## src/rtl/vector_instruction_issuer_if.sv

```systemverilog
// Host and processor facing signals of vector_instruction_issuer.
// master = host/processor side, slave = the issuer.
interface vector_instruction_issuer_if #(
    parameter int DEPTH = 8
);
    localparam int CNT_W = $clog2(DEPTH) + 1;

    logic [12:0]      prog_data;
    logic             prog_valid;
    logic             prog_ready;
    logic             start;
    logic [12:0]      instruction;
    logic             instr_valid;
    logic             busy;
    logic             done;
    logic [7:0]       issued_count;
    logic [CNT_W-1:0] fifo_count;

    modport master (
        output prog_data, prog_valid, start,
        input  prog_ready, instruction, instr_valid, busy, done, issued_count, fifo_count
    );

    modport slave (
        input  prog_data, prog_valid, start,
        output prog_ready, instruction, instr_valid, busy, done, issued_count, fifo_count
    );
endinterface

```

## src/rtl/vector_instruction_issuer.sv

```systemverilog
// Instruction FIFO plus issue sequencer: each popped instruction is held on
// the output for an opcode-dependent number of clocks, back to back.
module vector_instruction_issuer #(
    parameter int DEPTH     = 8,
    parameter int LAT_LOAD  = 2,
    parameter int LAT_STORE = 2,
    parameter int LAT_ADD   = 3,
    parameter int LAT_MUL   = 3
) (
    input  logic                       clk,
    input  logic                       reset,
    vector_instruction_issuer_if.slave bus
);
    localparam int PTR_W   = $clog2(DEPTH);
    localparam int CNT_W   = PTR_W + 1;
    localparam int LAT_LS  = (LAT_LOAD > LAT_STORE) ? LAT_LOAD : LAT_STORE;
    localparam int LAT_AM  = (LAT_ADD > LAT_MUL) ? LAT_ADD : LAT_MUL;
    localparam int LAT_MAX = (LAT_LS > LAT_AM) ? LAT_LS : LAT_AM;
    localparam int HOLD_W  = (LAT_MAX > 1) ? $clog2(LAT_MAX) : 1;

    typedef enum logic [1:0] {IDLE, ISSUE, HOLD} state_e;

    state_e            state_q, state_d;
    logic [HOLD_W-1:0] hold_q, hold_d;
    logic [PTR_W-1:0]  rd_ptr_q, rd_ptr_d;
    logic [PTR_W-1:0]  wr_ptr_q, wr_ptr_d;
    logic [CNT_W-1:0]  count_q, count_d;
    logic [12:0]       instr_q, instr_d;
    logic              valid_q, valid_d;
    logic              done_q, done_d;
    logic [7:0]        issued_q, issued_d;
    logic              push, pop, not_empty;
    logic [12:0]       head;
    logic [12:0]       fifo_mem [DEPTH];

    // Extra cycles after the ISSUE cycle that an opcode stays on the output.
    function automatic logic [HOLD_W-1:0] hold_cycles(input logic [1:0] op);
        case (op)
            2'b00:   return HOLD_W'(LAT_LOAD - 1);
            2'b01:   return HOLD_W'(LAT_STORE - 1);
            2'b10:   return HOLD_W'(LAT_ADD - 1);
            default: return HOLD_W'(LAT_MUL - 1);
        endcase
    endfunction

    assign not_empty = (count_q != '0);
    assign push      = bus.prog_valid && (count_q != CNT_W'(DEPTH));
    assign head      = fifo_mem[rd_ptr_q];

    always_comb begin
        // NOTE: every signal gets a default before the case so no latch is inferred.
        state_d  = state_q;
        hold_d   = hold_q;
        instr_d  = instr_q;
        valid_d  = valid_q;
        done_d   = 1'b0;
        issued_d = issued_q;
        pop      = 1'b0;

        unique case (state_q)
            IDLE: begin
                if (bus.start) begin
                    if (not_empty) pop = 1'b1;
                    else           done_d = 1'b1;
                end
            end
            ISSUE, HOLD: begin
                if (hold_q != '0) begin
                    hold_d  = hold_q - HOLD_W'(1);
                    state_d = HOLD;
                end else if (not_empty) begin
                    pop = 1'b1;
                end else begin
                    state_d = IDLE;
                    valid_d = 1'b0;
                    done_d  = 1'b1;
                end
            end
            default: state_d = IDLE;
        endcase

        // The output register only ever loads on a pop, so it cannot change mid-hold.
        if (pop) begin
            instr_d  = head;
            valid_d  = 1'b1;
            hold_d   = hold_cycles(head[12:11]);
            state_d  = ISSUE;
            issued_d = issued_q + 8'd1;
        end

        rd_ptr_d = rd_ptr_q + PTR_W'(pop);
        wr_ptr_d = wr_ptr_q + PTR_W'(push);
        count_d  = count_q + CNT_W'(push) - CNT_W'(pop);
    end

    always_ff @(posedge clk or negedge reset) begin
        if (!reset) begin
            state_q  <= IDLE;
            hold_q   <= '0;
            rd_ptr_q <= '0;
            wr_ptr_q <= '0;
            count_q  <= '0;
            instr_q  <= 13'h0000;
            valid_q  <= 1'b0;
            done_q   <= 1'b0;
            issued_q <= 8'd0;
        end else begin
            // NOTE: non-blocking assignments so every flop samples pre-edge values.
            state_q  <= state_d;
            hold_q   <= hold_d;
            rd_ptr_q <= rd_ptr_d;
            wr_ptr_q <= wr_ptr_d;
            count_q  <= count_d;
            instr_q  <= instr_d;
            valid_q  <= valid_d;
            done_q   <= done_d;
            issued_q <= issued_d;
        end
    end

    // NOTE: storage is not reset; the pointers and count decide what is valid.
    always_ff @(posedge clk) begin
        if (push) fifo_mem[wr_ptr_q] <= bus.prog_data;
    end

    assign bus.prog_ready   = (count_q != CNT_W'(DEPTH));
    assign bus.instruction  = instr_q;
    assign bus.instr_valid  = valid_q;
    assign bus.busy         = (state_q != IDLE);
    assign bus.done         = done_q;
    assign bus.issued_count = issued_q;
    assign bus.fifo_count   = count_q;
endmodule

```

## src/flat_wrapper.sv

```systemverilog
// flat-port wrapper written by rule: the top's interface ports become plain ports
module vector_instruction_issuer_flat 
#(
    parameter int DEPTH     = 8,
    parameter int LAT_LOAD  = 2,
    parameter int LAT_STORE = 2,
    parameter int LAT_ADD   = 3,
    parameter int LAT_MUL   = 3
)
  (clk, reset, bus_prog_data, bus_prog_valid, bus_start, bus_prog_ready, bus_instruction, bus_instr_valid, bus_busy, bus_done, bus_issued_count, bus_fifo_count);
  vector_instruction_issuer_if #(.DEPTH(DEPTH)) bus_i ();
  input  logic clk;
  input  logic reset;
  input wire logic [$bits(bus_i.prog_data)-1:0] bus_prog_data;
  input wire logic [$bits(bus_i.prog_valid)-1:0] bus_prog_valid;
  input wire logic [$bits(bus_i.start)-1:0] bus_start;
  output wire logic [$bits(bus_i.prog_ready)-1:0] bus_prog_ready;
  output wire logic [$bits(bus_i.instruction)-1:0] bus_instruction;
  output wire logic [$bits(bus_i.instr_valid)-1:0] bus_instr_valid;
  output wire logic [$bits(bus_i.busy)-1:0] bus_busy;
  output wire logic [$bits(bus_i.done)-1:0] bus_done;
  output wire logic [$bits(bus_i.issued_count)-1:0] bus_issued_count;
  output wire logic [$bits(bus_i.fifo_count)-1:0] bus_fifo_count;
  assign bus_i.prog_data = bus_prog_data;
  assign bus_i.prog_valid = bus_prog_valid;
  assign bus_i.start = bus_start;
  assign bus_prog_ready = bus_i.prog_ready;
  assign bus_instruction = bus_i.instruction;
  assign bus_instr_valid = bus_i.instr_valid;
  assign bus_busy = bus_i.busy;
  assign bus_done = bus_i.done;
  assign bus_issued_count = bus_i.issued_count;
  assign bus_fifo_count = bus_i.fifo_count;
  vector_instruction_issuer #(.DEPTH(DEPTH), .LAT_LOAD(LAT_LOAD), .LAT_STORE(LAT_STORE), .LAT_ADD(LAT_ADD), .LAT_MUL(LAT_MUL)) u_core (.clk(clk), .reset(reset), .bus(bus_i));
endmodule
```

## config.mk

```make
export PLATFORM = sky130hd
export DESIGN_NAME = vector_instruction_issuer_flat
export DESIGN_NICKNAME = d
export VERILOG_FILES = /design/src/rtl/vector_instruction_issuer_if.sv /design/src/rtl/vector_instruction_issuer.sv /design/src/flat_wrapper.sv
export SDC_FILE = /design/constraint.sdc
export NUM_CORES = 1
export LEC_CHECK = 0
export ABC_AREA = 0
export CAP_MARGIN = 10
export CORE_ASPECT_RATIO = 0.8
export CORE_UTILIZATION = 45
export DETAILED_ROUTE_END_ITERATION = 12
export PLACE_DENSITY = 0.67
export SYNTH_ARGS = -nofsm -noshare
export SYNTH_HDL_FRONTEND = slang
export SYNTH_SLANG_ARGS = --single-unit
export TNS_END_PERCENT = 100
```

## constraint.sdc

```tcl
create_clock -name clk -period 2.37 [get_ports clk]
set_input_delay 0.5925 -clock clk [delete_from_list [all_inputs] [get_ports clk]]
set_output_delay 0.5925 -clock clk [all_outputs]
set_load 0.01 [all_outputs]
```

==> flow_summary_export.csv <==
group,metric,value,unit
finish,drive_above_1_share,0.244,
grt,overflow,0,
finish,n_antenna_cell,0,
grt,grt_max_degree,38,
timing,final.setup_skew,0.00575,ns
timing,max_slew_margin,0.645,
drt,wl_per_cell,18.7,um
job,drv_cap,0,
yosys,synth_cell_types,32,
place,port_buffers,45,
drt,drc,0,
clock_network,path_clk_slew,0.06,ns
die,rows,35,
setup_path,worstSetupPathType,"reg2reg",
clock_network,tritoncts_num_sinks,141,
finish,fillCellCount,894,
timing,fin_crit_sh,0.947,
clock_network,clockBufferDepth,2,
timing,finalCriticalPeriod,2.24,ns
die,start_util,0.471,
die,die_y,101,um
setup_path,crit_path_start,"u_core.bus.fifo_count[3]",
clock_network,htreeDepth,4,
setup_path,r2r-end,"u_core.bus.fifo_count[1]",
finish,final_cell_mix,"104 x edfxtp_1, 44 x clkdlybuf4s50_1, 37 x dfrtp_1, 27 x nand2_1, 27 x buf_4",
finish,area_growth,26.2,%
drt,drtAntennaViolNets,0,
finish,finalInstanceArea,0.00701,mm^2
timing,hold_viol_final,0,
grt,antenna_found_initial,0,
grt,grtUsageTotal,0.182,
die,design.core.area,0.0118,mm^2
power_and_ir_drop,ir_drop,583,uV
die,dieArea,0.0128,mm^2
finish,final_nets,424,
grt,grt_pass1_vias,3014,
yosys,synth_cells,311,
hold_path,hp-class,"in2async",
finish,final_common_cell,"edfxtp_1",
finish,final_util,0.595,
yosys,ys_top_cells_by_area,"edfxtp_1 56%, dfrtp_1 17%, mux4_2 10%",
timing,worst_pin_slew,0.519,ns
die,die_w,126,um
power_and_ir_drop,power,0.00941,W
setup_path,crit_fanout,3,
yosys,synth.cell_area,0.00555,mm^2
timing,tns,0,ns
setup_path,r2r_setup_slack,0.13,ns
drt,vias_per_cell,5.30,
timing,final_max_slew_viol_count,0,
clock_network,numCtsBuffers,17,
die,ios,46,
clock_network,clock_latency,0.41,ns
setup_path,worst_setup_path_start_kind,"flop",
timing,setup_viol,0,
yosys,synth.largest_area_cell,"edfxtp_1",
setup_path,worstPathRequired,2.66,ns
setup_path,critPathArrivalTime,2.53,ns
place,place.detailed.hpwl,6.37,mm
yosys,synth_top_area_share,0.562,
setup_path,endpoint_kind,"flop",
drt,wirelength,10.3,mm
drt,vias,2933,
yosys,synth.avg_cell_area,17.9,um^2
drt,drt_iter0_markers,203,
drt,first_pass_iters,6,
yosys,yosys_warnings,0,
grt,grt_pass1_wl,16.7,mm
yosys,syn_nets,343,
power_and_ir_drop,powerDensity,1340,mW/mm^2
status,status,"finished clean",
place,place_area,0.00639,mm^2
clock_network,cts_root_buf,"clkbuf_16",
clock_network,cts_tree,"yes",
yosys,ys_ff_latch,141,
yosys,ys_seq_area_frac,0.729,
timing,rsz0062_at_grt,"true",
place,gp_congestion,0.746,
power_and_ir_drop,p_leak,2.61,nW
timing,max_freq,0.446,GHz
setup_path,r2r_start,"u_core.bus.fifo_count[3]",
setup_path,r2r_cells,9,
[how the worst max path moves through the flow]
| stage | to | slack [ns] |
|---|---|---|
| after floorplan | u_core.bus.fifo_count[2] | 0.007 |
| after global placement | u_core.bus.fifo_count[2] | -0.24 |
| after detailed placement | u_core.bus.fifo_count[3] | -0.26 |
| after CTS | u_core.bus.fifo_count[2] | 0.01 |
| after global routing | u_core.bus.fifo_count[3] | -0.01 |
| final | u_core.bus.fifo_count[1] | 0.13 |
[final cells by class]
type	instances	area (um^2)	share of cell area
well taps	148	185	0.0264
multi-input cells	146	1440	0.206
clock buffers	18	429	0.0612
repair buffers	74	688	0.0982
inverters	12	47.5	0.00678
clock inverters	14	169	0.0241
flip-flops and latches	141	4050	0.578
[worst max-delay path: stages, from the launching register on]
cell	delay [ns]
dfrtp_1	0.37
inv_1	0.06
ha_1	0.18
nor3b_2	0.16
or3_4	0.41
inv_4	0.06
ha_1	0.21
inv_1	0.05
ha_1	0.18
fa_2	0.43
[synth_stat cells]
cell and count:
edfxtp_1 104, dfrtp_1 37, nand2_1 27, mux4_2 25
ha_1 14, mux2i_1 12, o21ai_0 12, inv_1 11
nor2_1 11, xnor2_1 7, buf_2 5, xor2_1 5
clkbuf_1 4, nand2b_1 4, nor3_1 4, a21o_1 3
a21oi_1 3, buf_4 3, nand4_1 3, nor3b_1 3
nor2b_1 2, o21ai_1 2, a2111oi_0 1, a21boi_0 1
a22oi_1 1, a31oi_1 1, fa_1 1, inv_2 1
mux2_2 1, nand3_1 1, nor4_2 1, or3_1 1
[routing by layer]
metal / vias to the layer above / track usage / routed length (um)
li1: 1345 / - / -
met1: 1490 / 0.237 / 4580
met2: 77 / 0.295 / 4980
met3: 21 / 0.0391 / 574
met4: 0 / 0.0918 / 208
met5: - / 0 / 0
[through the flow]
step | hold slack [ns] | setup WS, ns | instances
4_1_cts | 0.239 | 0.0111 | 552
3_3_place_gp | 0.460 | -0.238 | 520
3_5_place_dp | 0.470 | -0.264 | 520
6_report | 0.230 | 0.127 | 553
2_1_floorplan | 0.297 | 0.00705 | 311
5_1_grt | 0.273 | -0.0144 | 553
[cells by family after synthesis]
kind of cell,share of synthesized area
and+or+nand+nor,0.0478
AOI/OAI and AO/OA,0.0248
muxes,0.125
adders and majority gates,0.0351
buffers and inverters,0.0194
DFF,0.729
xor gates and xnor gates,0.0189
[repair_timing]
item,in CTS,in global routing
resized for setup,1,5
buffers inserted,0,1
hold buffers,0,0
pin swaps,0,3
setup endpoints to repair,1,2
[registers in the layout, indices dropped and copies added (netlist names), 2 cells and up]
| signal | flops |
|---|---|
| u_core.fifo_mem | 104 |
| u_core.bus.instruction | 13 |
| u_core.bus.issued_count | 8 |
| u_core.bus.fifo_count | 4 |
| u_core.rd_ptr_q | 3 |
| u_core.wr_ptr_q | 3 |
| u_core.hold_q | 2 |
| u_core.state_q | 2 |
[report_power, final]
| part | total, W | switching, W | internal, W |
|---|---|---|---|
| Clock | 0.00267 | 0.00102 | 0.00165 |
| Sequential | 0.00357 | 0.000318 | 0.00325 |
| Combinational | 0.00317 | 0.00155 | 0.00162 |
| Total | 0.00941 | 0.00289 | 0.00652 |
(Power assumes the default switching activity.)
